$ cat config.mk
export PLATFORM = sky130hd
export DESIGN_NAME = id_stage_pipe_flat
export DESIGN_NICKNAME = d
export VERILOG_FILES = /design/src/rtl/id_stage_pipe_if.sv /design/src/rtl/id_stage_pipe.sv /design/src/flat_wrapper.sv
export SDC_FILE = /design/constraint.sdc
export NUM_CORES = 2
export LEC_CHECK = 0
export CORE_MARGIN = 1
export CORE_UTILIZATION = 40
export CTS_CLUSTER_DIAMETER = 80
export CTS_CLUSTER_SIZE = 12
export DETAILED_ROUTE_END_ITERATION = 16
export GPL_ROUTABILITY_DRIVEN = 0
export HOLD_SLACK_MARGIN = 0.08
export PLACE_DENSITY_LB_ADDON = 0.1
export RECOVER_POWER = 50
export SETUP_SLACK_MARGIN = 0.3
export SYNTH_ARGS = -nofsm -noshare
export SYNTH_HDL_FRONTEND = slang
export SYNTH_SLANG_ARGS = --single-unit
$ cat constraint.sdc
create_clock -name clk -period 5.4 [get_ports clk]
set_input_delay 1.62 -clock clk [delete_from_list [all_inputs] [get_ports clk]]
set_output_delay 1.62 -clock clk [all_outputs]
set_load 0.03 [all_outputs]
$ cat src/rtl/id_stage_pipe_if.sv
// ---------------------------------------------------------------------------
// id_stage_pipe_if
// Bundles the signals between the decode stage and its neighbours.
// The neighbours are fetch (IF), execute (EX) and the writeback port.
//   master : the surrounding pipeline. It drives the fetch, EX-handshake,
//            flush and writeback signals, and it receives id_ready and the
//            ID/EX register contents.
//   slave  : the decode stage itself.
// Parameters: XLEN (datapath width) and NREG (register count, power of two).
// ---------------------------------------------------------------------------
interface id_stage_pipe_if #(
  parameter int XLEN = 32,
  parameter int NREG = 32
);
  localparam int AW = $clog2(NREG);

  // Fetch -> decode
  logic            if_valid;
  logic [31:0]     if_instr;
  logic [XLEN-1:0] if_pc;
  logic            id_ready;

  // EX handshake and branch flush
  logic            ex_ready;
  logic            flush;

  // Writeback port
  logic            wb_en;
  logic [AW-1:0]   wb_addr;
  logic [XLEN-1:0] wb_data;

  // ID/EX pipeline register contents
  logic            ex_valid;
  logic [XLEN-1:0] ex_pc;
  logic [XLEN-1:0] ex_rs_data;
  logic [XLEN-1:0] ex_rt_data;
  logic [XLEN-1:0] ex_imm;
  logic [AW-1:0]   ex_rd;
  logic [5:0]      ex_func;
  logic [2:0]      ex_alu_op;
  logic            ex_mem_read;
  logic            ex_mem_write;
  logic            ex_reg_write;
  logic            ex_mem_to_reg;

  modport master (
    output if_valid, if_instr, if_pc, ex_ready, flush, wb_en, wb_addr, wb_data,
    input  id_ready, ex_valid, ex_pc, ex_rs_data, ex_rt_data, ex_imm, ex_rd,
           ex_func, ex_alu_op, ex_mem_read, ex_mem_write, ex_reg_write,
           ex_mem_to_reg
  );

  modport slave (
    input  if_valid, if_instr, if_pc, ex_ready, flush, wb_en, wb_addr, wb_data,
    output id_ready, ex_valid, ex_pc, ex_rs_data, ex_rt_data, ex_imm, ex_rd,
           ex_func, ex_alu_op, ex_mem_read, ex_mem_write, ex_reg_write,
           ex_mem_to_reg
  );
endinterface

$ cat src/rtl/id_stage_pipe.sv
// ---------------------------------------------------------------------------
// id_stage_pipe
// Parametrised instruction-decode stage of the MUSA core.
// It contains a register file with write-through bypass, the control decode,
// sign extension of the immediate, and the ID/EX pipeline register.
// It also provides a load-use interlock, EX backpressure and branch flush.
// Ports:
//   clk         : clock, rising edge
//   rst         : synchronous, active-low reset
//   bus         : slave side of id_stage_pipe_if, which carries the fetch,
//                 EX, flush and writeback signals and the ID/EX outputs
//   stall_count : saturating count of load-use bubbles inserted
// ---------------------------------------------------------------------------
module id_stage_pipe #(
  parameter int XLEN     = 32,
  parameter int NREG     = 32,
  parameter int STALL_CW = 16
) (
  input  logic                clk,
  input  logic                rst,
  id_stage_pipe_if.slave      bus,
  output logic [STALL_CW-1:0] stall_count
);
  localparam int AW = $clog2(NREG);

  localparam logic [5:0] OP_RTYPE = 6'h00;
  localparam logic [5:0] OP_ADDI  = 6'h08;
  localparam logic [5:0] OP_LW    = 6'h23;
  localparam logic [5:0] OP_SW    = 6'h2B;
  localparam logic [5:0] OP_BEQ   = 6'h04;

  logic [5:0]      opcode;
  logic [AW-1:0]   rs_addr, rt_addr, rd_addr;
  logic [XLEN-1:0] rs_data, rt_data, imm_ext;

  // Register fields are truncated to the low AW bits, so a small register
  // file aliases the upper register names onto the lower ones.
  assign opcode  = bus.if_instr[31:26];
  assign rs_addr = bus.if_instr[21 +: AW];
  assign rt_addr = bus.if_instr[16 +: AW];
  assign rd_addr = bus.if_instr[11 +: AW];
  assign imm_ext = XLEN'($signed(bus.if_instr[15:0]));

  // Shamt bits, and the register-field bits above AW, are never used.
  logic unused_instr_bits;
  assign unused_instr_bits = ^bus.if_instr[25:6];

  // ---------------- Register file ----------------
  logic [XLEN-1:0] regs [NREG];

  // NOTE: the array is cleared by reset. A register read after reset must
  // return 0, so this reset is part of the architecture.
  always_ff @(posedge clk) begin
    if (!rst) begin
      for (int i = 0; i < NREG; i++) regs[i] <= '0;
    end else if (bus.wb_en && bus.wb_addr != '0) begin
      regs[bus.wb_addr] <= bus.wb_data;
    end
  end

  // Read ports. Register 0 always reads 0. A writeback to the same address
  // in the same cycle is forwarded to the read port.
  // NOTE: every variable written here is given a value before any
  // conditional assignment, so no latch is inferred.
  always_comb begin
    rs_data = regs[rs_addr];
    rt_data = regs[rt_addr];
    if (rs_addr == '0)                                rs_data = '0;
    else if (bus.wb_en && bus.wb_addr == rs_addr)     rs_data = bus.wb_data;
    if (rt_addr == '0)                                rt_data = '0;
    else if (bus.wb_en && bus.wb_addr == rt_addr)     rt_data = bus.wb_data;
  end

  // ---------------- Control decode ----------------
  logic          dec_mem_read, dec_mem_write, dec_reg_write, dec_mem_to_reg;
  logic [2:0]    dec_alu_op;
  logic [AW-1:0] dec_dest;

  always_comb begin
    dec_mem_read   = 1'b0;
    dec_mem_write  = 1'b0;
    dec_reg_write  = 1'b0;
    dec_mem_to_reg = 1'b0;
    dec_alu_op     = 3'b000;
    dec_dest       = '0;
    case (opcode)
      OP_RTYPE: begin
        dec_reg_write = 1'b1;
        dec_dest      = rd_addr;
        dec_alu_op    = 3'b010;
      end
      OP_ADDI: begin
        dec_reg_write = 1'b1;
        dec_dest      = rt_addr;
      end
      OP_LW: begin
        dec_mem_read   = 1'b1;
        dec_mem_to_reg = 1'b1;
        dec_reg_write  = 1'b1;
        dec_dest       = rt_addr;
      end
      OP_SW:   dec_mem_write = 1'b1;
      OP_BEQ:  dec_alu_op    = 3'b001;
      default: ;  // unknown opcode passes as a valid NOP
    endcase
  end

  // ---------------- Hazard and readiness ----------------
  // The rt field is a source operand only for R-type, sw and beq.
  // For addi and lw, rt is the destination.
  logic rt_is_src, load_use;
  assign rt_is_src = (opcode == OP_RTYPE) || (opcode == OP_SW) || (opcode == OP_BEQ);
  assign load_use  = bus.ex_valid && bus.ex_mem_read && (bus.ex_rd != '0) && bus.if_valid &&
                     ((bus.ex_rd == rs_addr) || ((bus.ex_rd == rt_addr) && rt_is_src));

  assign bus.id_ready = rst && (bus.flush || (bus.ex_ready && !load_use));

  // ---------------- ID/EX register ----------------
  // The priority is reset, then flush, then hold, then bubble, then load.
  // NOTE: sequential state uses non-blocking assignments. Then every
  // register samples the values from before the edge, whatever order the
  // assignments are written in.
  always_ff @(posedge clk) begin
    if (!rst) begin
      bus.ex_valid      <= 1'b0;
      bus.ex_pc         <= '0;
      bus.ex_rs_data    <= '0;
      bus.ex_rt_data    <= '0;
      bus.ex_imm        <= '0;
      bus.ex_rd         <= '0;
      bus.ex_func       <= '0;
      bus.ex_alu_op     <= '0;
      bus.ex_mem_read   <= 1'b0;
      bus.ex_mem_write  <= 1'b0;
      bus.ex_reg_write  <= 1'b0;
      bus.ex_mem_to_reg <= 1'b0;
      stall_count       <= '0;
    end else if (bus.flush) begin
      bus.ex_valid <= 1'b0;
    end else if (bus.ex_ready) begin
      if (load_use) begin
        // Insert a bubble. Its ex_mem_read is still 1, but it is gated off
        // by ex_valid=0, so the dependent instruction issues next cycle.
        bus.ex_valid <= 1'b0;
        if (stall_count != '1) stall_count <= stall_count + STALL_CW'(1);
      end else begin
        bus.ex_valid      <= bus.if_valid;
        bus.ex_pc         <= bus.if_pc;
        bus.ex_rs_data    <= rs_data;
        bus.ex_rt_data    <= rt_data;
        bus.ex_imm        <= imm_ext;
        bus.ex_rd         <= dec_dest;
        bus.ex_func       <= bus.if_instr[5:0];
        bus.ex_alu_op     <= dec_alu_op;
        bus.ex_mem_read   <= dec_mem_read;
        bus.ex_mem_write  <= dec_mem_write;
        bus.ex_reg_write  <= dec_reg_write;
        bus.ex_mem_to_reg <= dec_mem_to_reg;
      end
    end
  end
endmodule

$ cat src/flat_wrapper.sv
// flat-port wrapper written by rule: the top's interface ports become plain ports
module id_stage_pipe_flat 
#(
  parameter int XLEN     = 32,
  parameter int NREG     = 32,
  parameter int STALL_CW = 16
)
  (clk, rst, stall_count, bus_if_valid, bus_if_instr, bus_if_pc, bus_ex_ready, bus_flush, bus_wb_en, bus_wb_addr, bus_wb_data, bus_id_ready, bus_ex_valid, bus_ex_pc, bus_ex_rs_data, bus_ex_rt_data, bus_ex_imm, bus_ex_rd, bus_ex_func, bus_ex_alu_op, bus_ex_mem_read, bus_ex_mem_write, bus_ex_reg_write, bus_ex_mem_to_reg);
  id_stage_pipe_if #(.XLEN(XLEN), .NREG(NREG)) bus_i ();
  input  logic clk;
  input  logic rst;
  output logic [STALL_CW-1:0] stall_count;
  input wire logic [$bits(bus_i.if_valid)-1:0] bus_if_valid;
  input wire logic [$bits(bus_i.if_instr)-1:0] bus_if_instr;
  input wire logic [$bits(bus_i.if_pc)-1:0] bus_if_pc;
  input wire logic [$bits(bus_i.ex_ready)-1:0] bus_ex_ready;
  input wire logic [$bits(bus_i.flush)-1:0] bus_flush;
  input wire logic [$bits(bus_i.wb_en)-1:0] bus_wb_en;
  input wire logic [$bits(bus_i.wb_addr)-1:0] bus_wb_addr;
  input wire logic [$bits(bus_i.wb_data)-1:0] bus_wb_data;
  output wire logic [$bits(bus_i.id_ready)-1:0] bus_id_ready;
  output wire logic [$bits(bus_i.ex_valid)-1:0] bus_ex_valid;
  output wire logic [$bits(bus_i.ex_pc)-1:0] bus_ex_pc;
  output wire logic [$bits(bus_i.ex_rs_data)-1:0] bus_ex_rs_data;
  output wire logic [$bits(bus_i.ex_rt_data)-1:0] bus_ex_rt_data;
  output wire logic [$bits(bus_i.ex_imm)-1:0] bus_ex_imm;
  output wire logic [$bits(bus_i.ex_rd)-1:0] bus_ex_rd;
  output wire logic [$bits(bus_i.ex_func)-1:0] bus_ex_func;
  output wire logic [$bits(bus_i.ex_alu_op)-1:0] bus_ex_alu_op;
  output wire logic [$bits(bus_i.ex_mem_read)-1:0] bus_ex_mem_read;
  output wire logic [$bits(bus_i.ex_mem_write)-1:0] bus_ex_mem_write;
  output wire logic [$bits(bus_i.ex_reg_write)-1:0] bus_ex_reg_write;
  output wire logic [$bits(bus_i.ex_mem_to_reg)-1:0] bus_ex_mem_to_reg;
  assign bus_i.if_valid = bus_if_valid;
  assign bus_i.if_instr = bus_if_instr;
  assign bus_i.if_pc = bus_if_pc;
  assign bus_i.ex_ready = bus_ex_ready;
  assign bus_i.flush = bus_flush;
  assign bus_i.wb_en = bus_wb_en;
  assign bus_i.wb_addr = bus_wb_addr;
  assign bus_i.wb_data = bus_wb_data;
  assign bus_id_ready = bus_i.id_ready;
  assign bus_ex_valid = bus_i.ex_valid;
  assign bus_ex_pc = bus_i.ex_pc;
  assign bus_ex_rs_data = bus_i.ex_rs_data;
  assign bus_ex_rt_data = bus_i.ex_rt_data;
  assign bus_ex_imm = bus_i.ex_imm;
  assign bus_ex_rd = bus_i.ex_rd;
  assign bus_ex_func = bus_i.ex_func;
  assign bus_ex_alu_op = bus_i.ex_alu_op;
  assign bus_ex_mem_read = bus_i.ex_mem_read;
  assign bus_ex_mem_write = bus_i.ex_mem_write;
  assign bus_ex_reg_write = bus_i.ex_reg_write;
  assign bus_ex_mem_to_reg = bus_i.ex_mem_to_reg;
  id_stage_pipe #(.XLEN(XLEN), .NREG(NREG), .STALL_CW(STALL_CW)) u_core (.clk(clk), .rst(rst), .bus(bus_i), .stall_count(stall_count));
endmodule
==> results.ini <==
[synthesis]
synth-main-ff-cell=edfxtp_1
synth_cell_types=65
synth_edf_count=1024
post-synth-top-area-cell=edfxtp_1
async_flop_share_pct=0
synthCells=4493
yosysSeqAreaShare_pct=55.2
synth_top_area_share_pct=50.6
yosys_register_bits=1163
synthTopCellsByArea=edfxtp_1 (51%), mux4_2 (12%), and2_1 (10%)
syn_avg_cell_area_um2=13.5
syn_area_mm2=0.0607
synth_warnings=0

[place]
dp_hpwl_um=146000
post-place-ws_ns=0.255
dpl_cell_area_mm2=0.0667
port_buffers=269

[cells_and_area]
n_fill_cell=13500
syn_to_final_growth_pct=14.5
design_area_mm2=0.0695
multiInputGateArea_mm2=0.0255
drive_gt1_share_pct=16.4
finalNetCount=4743
largest_register_ffs=1024
top_register=u_core.regs
seq_area_mm2=0.0335

[worst_setup_path]
rr_worst_depth=8
crit_path_cell_trace=dlygate4sd3_1 > or3_1 > nand2_1 > nor2_1 > buf_4 > and2_1
crit_path_start_kind=input pin
path_class=in2reg
cpPeakStageDelay_ns=2.29
critPathMaxFanout=19
arrival_ns=5.87
cp_top_family=simple AND/OR/NAND/NOR gates
crit_buf_inv=2
reg2reg_slack_ns=1.67
r2r_end=u_core.bus.ex_rt_data[15]$_SDFFE_PN0P_
timing.rr.start=u_core.bus.ex_rd[1]$_SDFFE_PN0P_
worstSetupEndpointType=flop
crit_required_ns=5.97
crit_slowest_cell=nor2_1

[status]
violations=capacitance limit, slew limit
outcome=complete, but fails checks

[sta]
finalMaxSlewViolations=827
fmax_mhz=189
tns_ns=0
rsz0062_at_grt=false
slew-limit-headroom_pct=-105
hold_viol_final=0
setup_violations=0
min_period_over_period_pct=98.1
fin_ws_ns=0.103
worst-slew-pin-transition_ns=3.07
skew_ns=0.0321
min_period_ns=5.30

[hold_path]
min-delay-path-class=reg2reg
hold_path.startpoint=u_core.bus.ex_rt_data[13]$_SDFFE_PN0P_
hold_path_depth=2
min_to=u_core.bus.ex_rt_data[13]$_SDFFE_PN0P_

[global_route]
grt_pass1_vias=40800
antenna_found_initial=27
grt_pass1_wl_um=336000
grt_max_degree=117
grt.total_usage_pct=31.7
grt_overflow=0

[drt]
dr.pass1.iters=6
wl_met3_um=26500
wl_met2_um=109000
drt_wl_total_um=247000
drt_iter0_drc=5711
routed.top_layer=met5
ant_nets=0
wire_per_inst_um=36.5
num_vias=42600
drc=0
met1_length_um=101000
viasPerCell=6.31

[floorplan]
design.die.area_mm2=0.153
start_util_pct=40.4
die_w_um=392
coreArea_mm2=0.150
die_h_um=392
row_count=142
ios=271

[power_and_ir_drop]
vdd_drop_max_v=0.000232
total_power_w=0.0211
powerDensity_mw_per_mm2=303
p_leak_nw=24.1

[clock_network]
cts_made_buffers=112
cts.sinks=1163
clk_pin_slew_ns=0.06
clock_latency_ns=0.74
cts_tree=yes
clockBufferDepth=3
cts-root-buf=clkbuf_16
htree_levels=3

[flow_run]
drv_cap=38

where the power goes:
part	switching, W	total, W	internal (W)
logic	0.00169	0.00275	0.00106
clock network	0.00360	0.00778	0.00418
registers	0.000296	0.0106	0.0103
cell usage after synthesis, types with 13 or more instances:
cell type and n:
buf_4 70, a21oi_1 154, buf_2 66, nand3_1 65, and2_1 996, edfxtp_1 1024, a221o_1 32, nor2_1 43
a22oi_1 164, dfxtp_1 139, buf_1 29, o21ai_1 14, nand2_1 82, a2111oi_0 32, o21ai_0 129, a221oi_1 28
clkbuf_1 322, mux2i_1 456, mux2_2 78, nor3_1 46, a211oi_1 13, xor2_1 16, mux4_2 314, o221ai_1 59
cells in the final DEF, fill, tap and decap left out, types with 46 or more instances in the layout:
cell             count
and2_0             211
a22oi_1            164
a21oi_1            153
and2_1             784
nor3_1              46
mux2_2              78
clkbuf_16          114
nand3_1             65
o21ai_0            117
dfxtp_1            139
buf_4              125
mux4_2             314
clkdlybuf4s50_1    237
nand2_1             80
edfxtp_1          1024
mux2i_1            456
clkbuf_1           115
o221ai_1            59
worst min-delay path: stages (launching register included):
cell     delay [ns]
dfxtp_1        0.31
nand2_1        0.05
o21ai_1        0.05
per-stage QoR:
step / hold slack [ns] / std cells / util, %
after floorplan: 0.574 / 4525 / -
after global placement: 0.435 / 6535 / 44.4
after detailed placement: 0.442 / 6535 / 44.4
after CTS: 0.456 / 6740 / 46.6
after global routing: 0.483 / 6744 / 46.2
final: 0.450 / 6754 / 46.2
final cells by class:
class / count / area share (%)
tap: 2016 / 3.63
antenna: 13 / 0.0468
clock buffer: 190 / 4.58
clock inverter: 14 / 0.304
timing repair buffer: 487 / 6.51
sequential: 1163 / 48.2
multi-input combinational: 2865 / 36.7
inverter: 6 / 0.0342
worst max-delay path by stage:
| stage | startpoint | end | slack [ns] | cells after the start |
|---|---|---|---|---|
| after floorplan | bus_wb_addr[3] | u_core.regs[28][0]$_SDFFCE_PN0P_ | 0.08 | 6 |
| after global placement | bus_if_instr[27] | bus_id_ready | 0.22 | 8 |
| after CTS | bus_if_instr[26] | bus_id_ready | 0.30 | 8 |
| after detailed placement | bus_if_instr[29] | bus_id_ready | 0.25 | 8 |
| final | bus_wb_addr[4] | u_core.regs[20][1]$_SDFFCE_PN0P_ | 0.10 | 6 |
| after global routing | bus_if_instr[26] | bus_id_ready | 0.17 | 8 |
metal layers:
layer,up-vias,global-route usage [%]
li1,17400,-
met1,22100,45.2
met3,452,6.47
met2,2709,48.1
met4,4,10.9
met5,-,0
kinds of logic (layout without fill, tap and decap cells):
family	Yosys count	in the layout	synth area share (%)
flops	1163	1163	55.2
fa+ha+maj	1	1	0.0206
compound gates	656	656	7.28
xor+xnor	20	20	0.289
buf+inv	497	697	3.69
mux	848	848	20.6
simple gates	1307	1307	12.9
other cells	1	46	0.00618
timing repair:
item	4_1_cts	5_1_grt
endpoints found under the setup margin	1	1
buffers inserted	1	1
resized for setup	3	0
hold buffers	0	0
gates cloned	0	0
pin swaps	2	0
Power figures use the tool's default switching activity.
